===== src/rtl/sargantana_icache_pkg.sv =====
// Shared instruction-cache types and constants: tag controller FSM states,
// replacement LFSR seed/taps and a one-hot decode helper.
package sargantana_icache_pkg;

   typedef enum logic [1:0] {
      IDLE      = 2'd0,
      REFILL_WR = 2'd1,
      FLUSH     = 2'd2
   } tag_ctrl_state_t;

   localparam logic [7:0] TAG_LFSR_SEED = 8'hA5;
   // Right-shift Galois taps for x^8+x^6+x^5+x^4+1
   localparam logic [7:0] TAG_LFSR_TAPS = 8'hB8;

   localparam int unsigned TAG_ONEHOT_MAX = 32;

   function automatic logic [TAG_ONEHOT_MAX-1:0] tag_onehot(input logic [4:0] idx);
      return TAG_ONEHOT_MAX'(1) << idx;
   endfunction

endpackage


===== src/rtl/sargantana_tag_victim_sel.sv =====
// Refill victim selection: lowest invalid way first, otherwise the replacement
// state (round-robin, or LFSR when SARGANTANA_ICACHE_LFSR_REPL_EN is defined).
module sargantana_tag_victim_sel
   import sargantana_icache_pkg::*;
#(
   parameter int unsigned NUM_WAYS = 4
) (
   input  logic                clk_i,
   input  logic                rst_i,
   input  logic [NUM_WAYS-1:0] vbit_i,
   input  logic                advance_i,
   output logic [NUM_WAYS-1:0] victim_oh_o
);

   localparam int unsigned IDX_W = $clog2(NUM_WAYS);

   logic [NUM_WAYS-1:0] w_free;
   logic [NUM_WAYS-1:0] w_free_oh;
   logic [NUM_WAYS-1:0] w_repl_oh;
   logic [IDX_W-1:0]    w_repl_idx;
   logic                w_all_valid;
   logic                w_step;

   assign w_free      = ~vbit_i;
   assign w_free_oh   = w_free & (~w_free + NUM_WAYS'(1));
   assign w_all_valid = &vbit_i;
   assign w_step      = advance_i & w_all_valid;
   assign w_repl_oh   = NUM_WAYS'(tag_onehot(5'(w_repl_idx)));
   assign victim_oh_o = w_all_valid ? w_repl_oh : w_free_oh;

`ifdef SARGANTANA_ICACHE_LFSR_REPL_EN
   logic [7:0] r_lfsr;

   always_ff @(posedge clk_i) begin
      if (rst_i) begin
         r_lfsr <= TAG_LFSR_SEED;
      end else if (w_step) begin
         r_lfsr <= {1'b0, r_lfsr[7:1]} ^ (r_lfsr[0] ? TAG_LFSR_TAPS : 8'h00);
      end
   end

   assign w_repl_idx = r_lfsr[IDX_W-1:0];
`else
   logic [IDX_W-1:0] r_rr_ptr;

   // Power-of-two way count makes the natural wrap the modulo
   always_ff @(posedge clk_i) begin
      if (rst_i) begin
         r_rr_ptr <= '0;
      end else if (w_step) begin
         r_rr_ptr <= r_rr_ptr + IDX_W'(1);
      end
   end

   assign w_repl_idx = r_rr_ptr;
`endif

endmodule


===== src/rtl/sargantana_tag_way_ctrl.sv =====
// Icache tag-way controller: pipelined lookups, refill victim write and flush
// sequencing. Optional LFSR replacement via SARGANTANA_ICACHE_LFSR_REPL_EN.
module sargantana_tag_way_ctrl
   import sargantana_icache_pkg::*;
#(
   parameter int unsigned NUM_WAYS       = 4,
   parameter int unsigned TAG_DEPTH      = 64,
   parameter int unsigned TAG_ADDR_WIDHT = $clog2(TAG_DEPTH),
   parameter int unsigned TAG_WIDHT      = 20
) (
   input  logic                          clk_i,
   input  logic                          rst_i,
   input  logic                          lookup_valid_i,
   output logic                          lookup_ready_o,
   input  logic [TAG_ADDR_WIDHT-1:0]     lookup_idx_i,
   input  logic [TAG_WIDHT-1:0]          lookup_tag_i,
   output logic                          resp_valid_o,
   output logic                          resp_hit_o,
   output logic [NUM_WAYS-1:0]           resp_way_o,
   input  logic                          refill_valid_i,
   output logic                          refill_ready_o,
   input  logic [TAG_ADDR_WIDHT-1:0]     refill_idx_i,
   input  logic [TAG_WIDHT-1:0]          refill_tag_i,
   output logic                          refill_done_o,
   output logic [NUM_WAYS-1:0]           refill_way_o,
   input  logic                          flush_i,
   output logic [NUM_WAYS-1:0]           tag_req_o,
   output logic                          tag_we_o,
   output logic                          tag_vbit_o,
   output logic                          tag_flush_o,
   output logic [TAG_ADDR_WIDHT-1:0]     tag_addr_o,
   output logic [TAG_WIDHT-1:0]          tag_data_o,
   input  logic [NUM_WAYS*TAG_WIDHT-1:0] tag_data_i,
   input  logic [NUM_WAYS-1:0]           tag_vbit_i
);

   tag_ctrl_state_t             r_state;
   logic                        r_s1_valid;
   logic [TAG_WIDHT-1:0]        r_s1_tag;
   logic                        r_s2_valid;
   logic                        r_s2_hit;
   logic [NUM_WAYS-1:0]         r_s2_way;
   logic [TAG_ADDR_WIDHT-1:0]   r_ref_idx;
   logic [TAG_WIDHT-1:0]        r_ref_tag;

   logic                        w_refill_ready;
   logic                        w_lookup_ready;
   logic                        w_refill_acc;
   logic                        w_lookup_acc;
   logic                        w_wr_active;
   logic [NUM_WAYS-1:0]         w_hit;
   logic [NUM_WAYS-1:0]         w_hit_oh;
   logic [NUM_WAYS-1:0]         w_victim_oh;

   assign w_refill_ready = (r_state == IDLE) & ~flush_i & ~rst_i;
   assign w_lookup_ready = w_refill_ready & ~refill_valid_i;
   assign w_refill_acc   = refill_valid_i & w_refill_ready;
   assign w_lookup_acc   = lookup_valid_i & w_lookup_ready;
   assign w_wr_active    = (r_state == REFILL_WR) & ~rst_i;

   assign refill_ready_o = w_refill_ready;
   assign lookup_ready_o = w_lookup_ready;

   // Stage-1 tag compare against the per-way read data
   always_comb begin
      w_hit = '0;
      for (int unsigned w = 0; w < NUM_WAYS; w++) begin
         w_hit[w] = tag_vbit_i[w] & (tag_data_i[w*TAG_WIDHT +: TAG_WIDHT] == r_s1_tag);
      end
   end

   assign w_hit_oh = w_hit & (~w_hit + NUM_WAYS'(1));

   sargantana_tag_victim_sel #(
      .NUM_WAYS (NUM_WAYS)
   ) u_victim_sel (
      .clk_i       (clk_i),
      .rst_i       (rst_i),
      .vbit_i      (tag_vbit_i),
      .advance_i   (w_wr_active),
      .victim_oh_o (w_victim_oh)
   );

   // Memory port is driven in the accept/write cycle itself
   always_comb begin
      tag_req_o     = '0;
      tag_we_o      = 1'b0;
      tag_vbit_o    = 1'b0;
      tag_flush_o   = 1'b0;
      tag_addr_o    = '0;
      tag_data_o    = '0;
      refill_done_o = 1'b0;
      refill_way_o  = '0;
      if (!rst_i) begin
         case (r_state)
            IDLE: begin
               if (w_refill_acc) begin
                  tag_req_o  = '1;
                  tag_addr_o = refill_idx_i;
               end else if (w_lookup_acc) begin
                  tag_req_o  = '1;
                  tag_addr_o = lookup_idx_i;
               end
            end
            REFILL_WR: begin
               tag_req_o     = w_victim_oh;
               tag_we_o      = 1'b1;
               tag_vbit_o    = 1'b1;
               tag_addr_o    = r_ref_idx;
               tag_data_o    = r_ref_tag;
               refill_done_o = 1'b1;
               refill_way_o  = w_victim_oh;
            end
            FLUSH: begin
               tag_flush_o = 1'b1;
            end
            default: ;
         endcase
      end
   end

   // A flush seen while a result sits in stage 2 also suppresses its hit
   assign resp_valid_o = r_s2_valid;
   assign resp_hit_o   = r_s2_hit & ~flush_i;
   assign resp_way_o   = r_s2_way & {NUM_WAYS{~flush_i}};

   always_ff @(posedge clk_i) begin
      if (rst_i) begin
         r_state    <= IDLE;
         r_s1_valid <= 1'b0;
         r_s1_tag   <= '0;
         r_s2_valid <= 1'b0;
         r_s2_hit   <= 1'b0;
         r_s2_way   <= '0;
         r_ref_idx  <= '0;
         r_ref_tag  <= '0;
      end else begin
         r_s1_valid <= w_lookup_acc;
         if (w_lookup_acc) begin
            r_s1_tag <= lookup_tag_i;
         end
         r_s2_valid <= r_s1_valid;
         r_s2_hit   <= r_s1_valid & ~flush_i & (|w_hit);
         r_s2_way   <= (r_s1_valid & ~flush_i) ? w_hit_oh : '0;
         if (w_refill_acc) begin
            r_ref_idx <= refill_idx_i;
            r_ref_tag <= refill_tag_i;
         end
         if (flush_i) begin
            r_state <= FLUSH;
         end else begin
            case (r_state)
               IDLE:      r_state <= w_refill_acc ? REFILL_WR : IDLE;
               REFILL_WR: r_state <= IDLE;
               FLUSH:     r_state <= IDLE;
               default:   r_state <= IDLE;
            endcase
         end
      end
   end

endmodule


===== config.mk =====
export PLATFORM = sky130hd
export DESIGN_NAME = sargantana_tag_way_ctrl
export DESIGN_NICKNAME = d
export VERILOG_FILES = /design/src/rtl/sargantana_icache_pkg.sv /design/src/rtl/sargantana_tag_victim_sel.sv /design/src/rtl/sargantana_tag_way_ctrl.sv
export SDC_FILE = /design/constraint.sdc
export NUM_CORES = 1
export LEC_CHECK = 0
export BUFFER_PORTS_ARGS = -buffer_cell sky130_fd_sc_hd__buf_2
export CAP_MARGIN = 20
export CORE_MARGIN = 3
export CORE_UTILIZATION = 49
export DETAILED_ROUTE_END_ITERATION = 8
export GPL_TIMING_DRIVEN = 1
export HOLD_SLACK_MARGIN = 0.1
export PLACE_DENSITY_LB_ADDON = 0.2
export REMOVE_ABC_BUFFERS = 1
export SETUP_SLACK_MARGIN = 0.05
export SYNTH_ARGS = -nofsm -noshare
export SYNTH_HDL_FRONTEND = slang
export SYNTH_SLANG_ARGS = --single-unit

===== constraint.sdc =====
create_clock -name clk_i -period 4.4 [get_ports clk_i]
set_input_delay 1.1 -clock clk_i [delete_from_list [all_inputs] [get_ports clk_i]]
set_output_delay 1.1 -clock clk_i [all_outputs]
set_load 0.02 [all_outputs]

[After elaboration in Yosys (flattened, before gate mapping)]
Cells that the tools add are included.
Operators by class
  add/sub/neg operators: 3
  multipliers: 0
  divide/modulo/power cells: 0
  magnitude comparators: 0
  eq/ne operators: 6
  shift operators: 1
  muxes and demuxes: 20
  bitwise gates (word level): 25
  reduce and logical (&&, ||, !) cells: 5
Operators with widths (count)
  20-bit equality test: 4
  20-bit two-way mux: 2
  4-bit two-way mux: 6
  6-bit two-way mux: 3
  1-bit AND: 14
  4-bit AND: 3
  4-bit inverter: 3
  6-bit case mux with 2 select lines: 1
  4-bit by 1-bit adder with 4-bit output, second input constant: 2
  4-bit case mux with 2 select lines: 1
  1-bit two-way mux: 6
  1-bit inverter: 5
  4-bit AND reduction: 1
  4-bit OR reduction: 1
  1-bit by 2-bit << shifter with 4-bit output, first input constant: 1
  3-bit OR reduction: 1
  2-bit by 1-bit adder with 2-bit output, second input constant: 1
  2-bit by 1-bit equality test with 1-bit output, second input constant: 1
  2-bit equality test, second input constant: 1
  2-bit zero test: 1
  2-bit two-way mux: 1
  2-bit OR reduction: 1
Word-level totals
  register bits: 57
  bits in latches: 0
  memory bits (writable): 0
  ROM bits: 0
  input bits: 141
  output and inout port bits: 46
  memories: 0

[Longest topological paths before layout]
  depth after elaboration: 9
  mapped depth: 9

[By module]
Synthesis repeated with hierarchy kept, for this count alone.
Unflattened totals
  cell total of the unflattened synthesis: 438
  area total of the unflattened synthesis: 3427.0 um2
Modules (own cells, without submodules)
  sargantana_tag_way_ctrl: instances 1, cells an instance 412, area an instance 3216.8 um2, sequential area each 1101.1 um2
  sargantana_tag_victim_sel: instances 1, cells an instance 26, area an instance 210.2 um2, sequential area each 40.0 um2

[Least setup slack after synthesis]
No wires, ideal clock.
  kind: input-to-output
  from: in rst_i
  to: out tag_req_o[0]
  arrival: 2575 ps
  data required time: 3300 ps
  setup slack: 725 ps
  cell stages on the path: 8
  path buffers: 2
  cell sequence: buf_6 > or2_1 > buf_2 > nor4_4 > nand2_2 > clkinv_4 > nor2_1 > a21oi_1
Between the ends
  longest elaborated chain between the ends: 8
RTL lines
  start: declaration: RTL line sargantana_tag_way_ctrl.sv:12  | input logic rst_i,
  1-bit inverter: RTL line sargantana_tag_way_ctrl.sv:55  | assign w_refill_ready = (r_state == IDLE) & ~flush_i & ~rst_i;
  1-bit AND: RTL line sargantana_tag_way_ctrl.sv:55
  1-bit AND: RTL line sargantana_tag_way_ctrl.sv:56  | assign w_lookup_ready = w_refill_ready & ~refill_valid_i;
  named net lookup_ready_o: RTL line sargantana_tag_way_ctrl.sv:14  | output logic lookup_ready_o,
  1-bit AND: RTL line sargantana_tag_way_ctrl.sv:58  | assign w_lookup_acc = lookup_valid_i & w_lookup_ready;
  4-bit two-way mux: RTL line sargantana_tag_way_ctrl.sv:100  | end else if (w_lookup_acc) begin
  4-bit two-way mux: RTL line sargantana_tag_way_ctrl.sv:97  | if (w_refill_acc) begin
  4-bit case mux with 2 select lines: RTL line sargantana_tag_way_ctrl.sv:95  | case (r_state)
  4-bit two-way mux: RTL line sargantana_tag_way_ctrl.sv:94  | if (!rst_i) begin
  end: declaration: RTL line sargantana_tag_way_ctrl.sv:27  | output logic [NUM_WAYS-1:0] tag_req_o,
The timed path passes the listed nets, and every way through them passes these cells.

[Worst setup path in the final report]
  from: in rst_i
  to: out tag_req_o[1]
Between the ends
  longest elaborated chain between the ends: 8
RTL lines (RTL line)
  1-bit inverter: sargantana_tag_way_ctrl.sv:55
  1-bit AND: sargantana_tag_way_ctrl.sv:55
  1-bit AND: sargantana_tag_way_ctrl.sv:56
  1-bit AND: sargantana_tag_way_ctrl.sv:58
  4-bit two-way mux: sargantana_tag_way_ctrl.sv:100
  4-bit two-way mux: sargantana_tag_way_ctrl.sv:97
  4-bit case mux with 2 select lines: sargantana_tag_way_ctrl.sv:95
  4-bit two-way mux *: sargantana_tag_way_ctrl.sv:94
Every way passes the cells marked *; elsewhere a longest branch is shown, timed or not.

==> impl_results.md <==
- CP Launch Type: input port
- Post-Route Utilization: 0.682
- Commonest non-fill, non-tap cells in the layout: 186 x buf_2, 101 x nand2_1, 57 x dfxtp_1
- Mapped Area: between 3000 and 4000 um^2
- Total track usage: 0.244
- Worst-Skew Late Latency: 0.33 ns
- Final nets: 740
- Clk pwr share: 0.422
- Largest net degree at the start of global routing: 54
- Total power: 1.24 mW
- RSZ-0062 raised after global routing: false
- Min-Delay Path Class: reg -> reg
- CP peak stage delay: around 0.37 ns
- Routed length per instance: 14.7 um
- Area Overhead vs Synth: 30.6%
- Fin crit period: just under 4 ns
- HPWL Detailed: around 7700 um
- Combinational group share of total power: 0.145
- DRC Markers: 0
- Crit-path cells: buf_2 > or2_1 > nor3_4 > nand2_4 > inv_4 > nor2_1 > a21oi_1 > buf_2
- Critical path class: in -> out
- CTS tree: done
- CP max stage cell: or2_1
- Reg power frac: 0.433
- CTS Hold Bufs: 0
- Max_cap viols: 0
- First-pass GRT wire length: approximately 15000 um
- Router iterations before antenna repair: 5
- Power Density: between 200 and 300 nW/um^2
- R2r worst-path depth: 5
- Remaining Overflow, GRT: 0
- Final WL: 9960 um
- Peak VDD IR: roughly 0.32 mV
- Antenna viol nets, final: 0
- Initial Utilization: 0.522
- Vias in the first global route: around 3200
- CTS buffer count: 9
- Worst path depth: 8
- Clock Sinks: 57
- Clock buffer depth: 2
- Setup slack after layout: 0.420 ns
- PostCTS Resize Cnt: 0
- Post-Syn Area per Cell: 7.82 um^2
- CP required: between 3 and 4 ns
- Top delay family on crit path: simple AND/OR/NAND/NOR gates
- H-Tree Depth: 3
- Status: completed
- Achievable frequency: between 200 and 300 MHz
- Hold depth: 2
- Core Region: 6530 um^2
- GP Congestion: approximately 0.95
- Worst EP arrival: between 2 and 3 ns
- Die Y: 89.4 um
- Sw Share: 0.248
- Commonest non-fill, non-tap cell in the layout: buf_2
- Pint: ~0.94 mW
- Antenna violations before repair: 0
- Final Skew: around 0.0074 ns
- Place WS: approximately 0.43 ns
- CP Max Fanout: 34
- DIE AREA: about 8000 um^2
- # IOs: approximately 190
- Synth Instances: around 440
- # diodes: 0
- Vias/cell: 5.09
- Leakage power: a little over 2 nW
- Clock Pin Slew Worst Setup and Hold Paths: 0.07 ns
- Final Slew Violations: 0
- Starting DRT DRC Count: about 110
- Switching Power: a little over 0.3 mW
- Setup violations, final: 0
- IO buf count: 186
- Vias: about 3400
- Dpl cell area: 4240 um^2
- Most used cell, CP: buf_2
- CTS Root Cell: clkbuf_8
- Fraction of layout instances using a drive strength above 1: 0.352
- YS warnings: 0
- Hold slack: between 0.4 and 0.5 ns
- FF+latch count, synth: 57
- Final period utilization: 0.904
- Fin area: roughly 4500 um^2
- Sequential area share after synthesis: 0.335
- Post-CTS Repair Setup Buffers: 0
- Number of fill cells: between 500 and 600
- FP Rows: 29
- Worst-Margin Slew: 0.565 ns
- Slew HR: 0.620
- Synth cell types: 38
- CP bufs+invs: 3
- Die W: about 89 um
- Final hold vios: 0
- CP Capture Type: output pin
- R2r setup slk: around 2.6 ns
[routing by layer]
layer,wire [um],vias up,global-route usage
met3,679,14,0.0737
met5,0,-,0
li1,-,1736,-
met1,4280,1571,0.302
met4,133,0,0.0731
met2,4870,128,0.407
[metrics by stage]
| stage | instances | TNS (ns) |
|---|---|---|
| 3_3_place_gp | 661 | 0 |
| 3_5_place_dp | 661 | 0 |
| 2_1_floorplan | 395 | -0.604 |
| 6_report | 677 | 0 |
| 5_1_grt | 677 | 0 |
| 4_1_cts | 677 | 0 |
[power by group through the flow]
stage	sequential, mW	clock (mW)	combinational [mW]
after detailed placement	0.550	0	0.180
after CTS	0.538	0.535	0.181
final	0.538	0.525	0.181
after floorplan	0.547	0	0.0782
after global placement	0.550	0	0.177
after global routing	0.540	0.558	0.199
[tightest hold or removal path, delay by kind of cell (launching register included)]
| kind | cells | cell delay (ns) |
|---|---|---|
| simple gates | 1 | 0.05 |
| flops | 1 | 0.31 |
| compound gates | 1 | 0.05 |
[sequential cells by signal (all words and copies together) (netlist names)]
register               count
r_s1_tag                  20
r_ref_tag                 20
u_victim_sel.r_rr_ptr      2
r_s1_valid                 1
resp_valid_o               1
r_ref_idx                  6
r_s2_way                   4
r_state                    2
r_s2_hit                   1
[synthesized netlist by cell type, drive strengths merged]
cell    instances  area (um^2)
inv            10         40.0
o21ai           1         5.00
a21oi          50          250
nor2b           7         43.8
nor3            3         26.3
or2             2         12.5
and3b           1         8.76
nand2         103          397
xor2           31          272
clkinv          1         8.76
o21bai          1         7.51
nor2            6         22.5
and3            1         6.26
nor4           12         90.1
nand3           7         35.0
mux2            1         11.3
ha              4         50.1
nand2b          2         12.5
and2           21          131
and4b           1         10.0
a222oi          6         60.1
nor3b           2         15.0
nand4          13         81.3
buf            16          123
nor4bb          1         10.0
o31ai           1         7.51
dfxtp          57         1140
a41oi           1         8.76
clkbuf         25         93.8
xnor2          49          429
[cell families after synthesis]
logic type / after synthesis / share of synthesized area
AND/OR/NAND/NOR: 182 / 0.265
adder cells (fa/ha/maj): 4 / 0.0147
buffers and inverters: 52 / 0.0778
multiplexers: 1 / 0.00330
AO/OA/AOI/OAI: 60 / 0.0995
flip-flops: 57 / 0.335
XOR/XNOR: 80 / 0.206
[area by class of cell]
type	instances	area [um^2]	share of cell area
sequential	57	1140	0.256
clock buffer	11	131	0.0295
inverter	11	48.8	0.0110
timing repair buffer	189	953	0.214
multi-input combinational	327	2000	0.450
tap	77	96.3	0.0216
clock inverter	5	80.1	0.0180
[path summary, 6_finish.rpt]
| path | from | endpoint |
|---|---|---|
| hold / removal | r_ref_tag[8] | r_ref_tag[8] |
| setup / recovery | rst_i | tag_req_o[1] |
| hold reg to reg | r_ref_tag[8] | r_ref_tag[8] |
| setup reg to reg | r_s1_tag[12] | r_s2_way[3] |
Power figures use the tool's default switching activity.
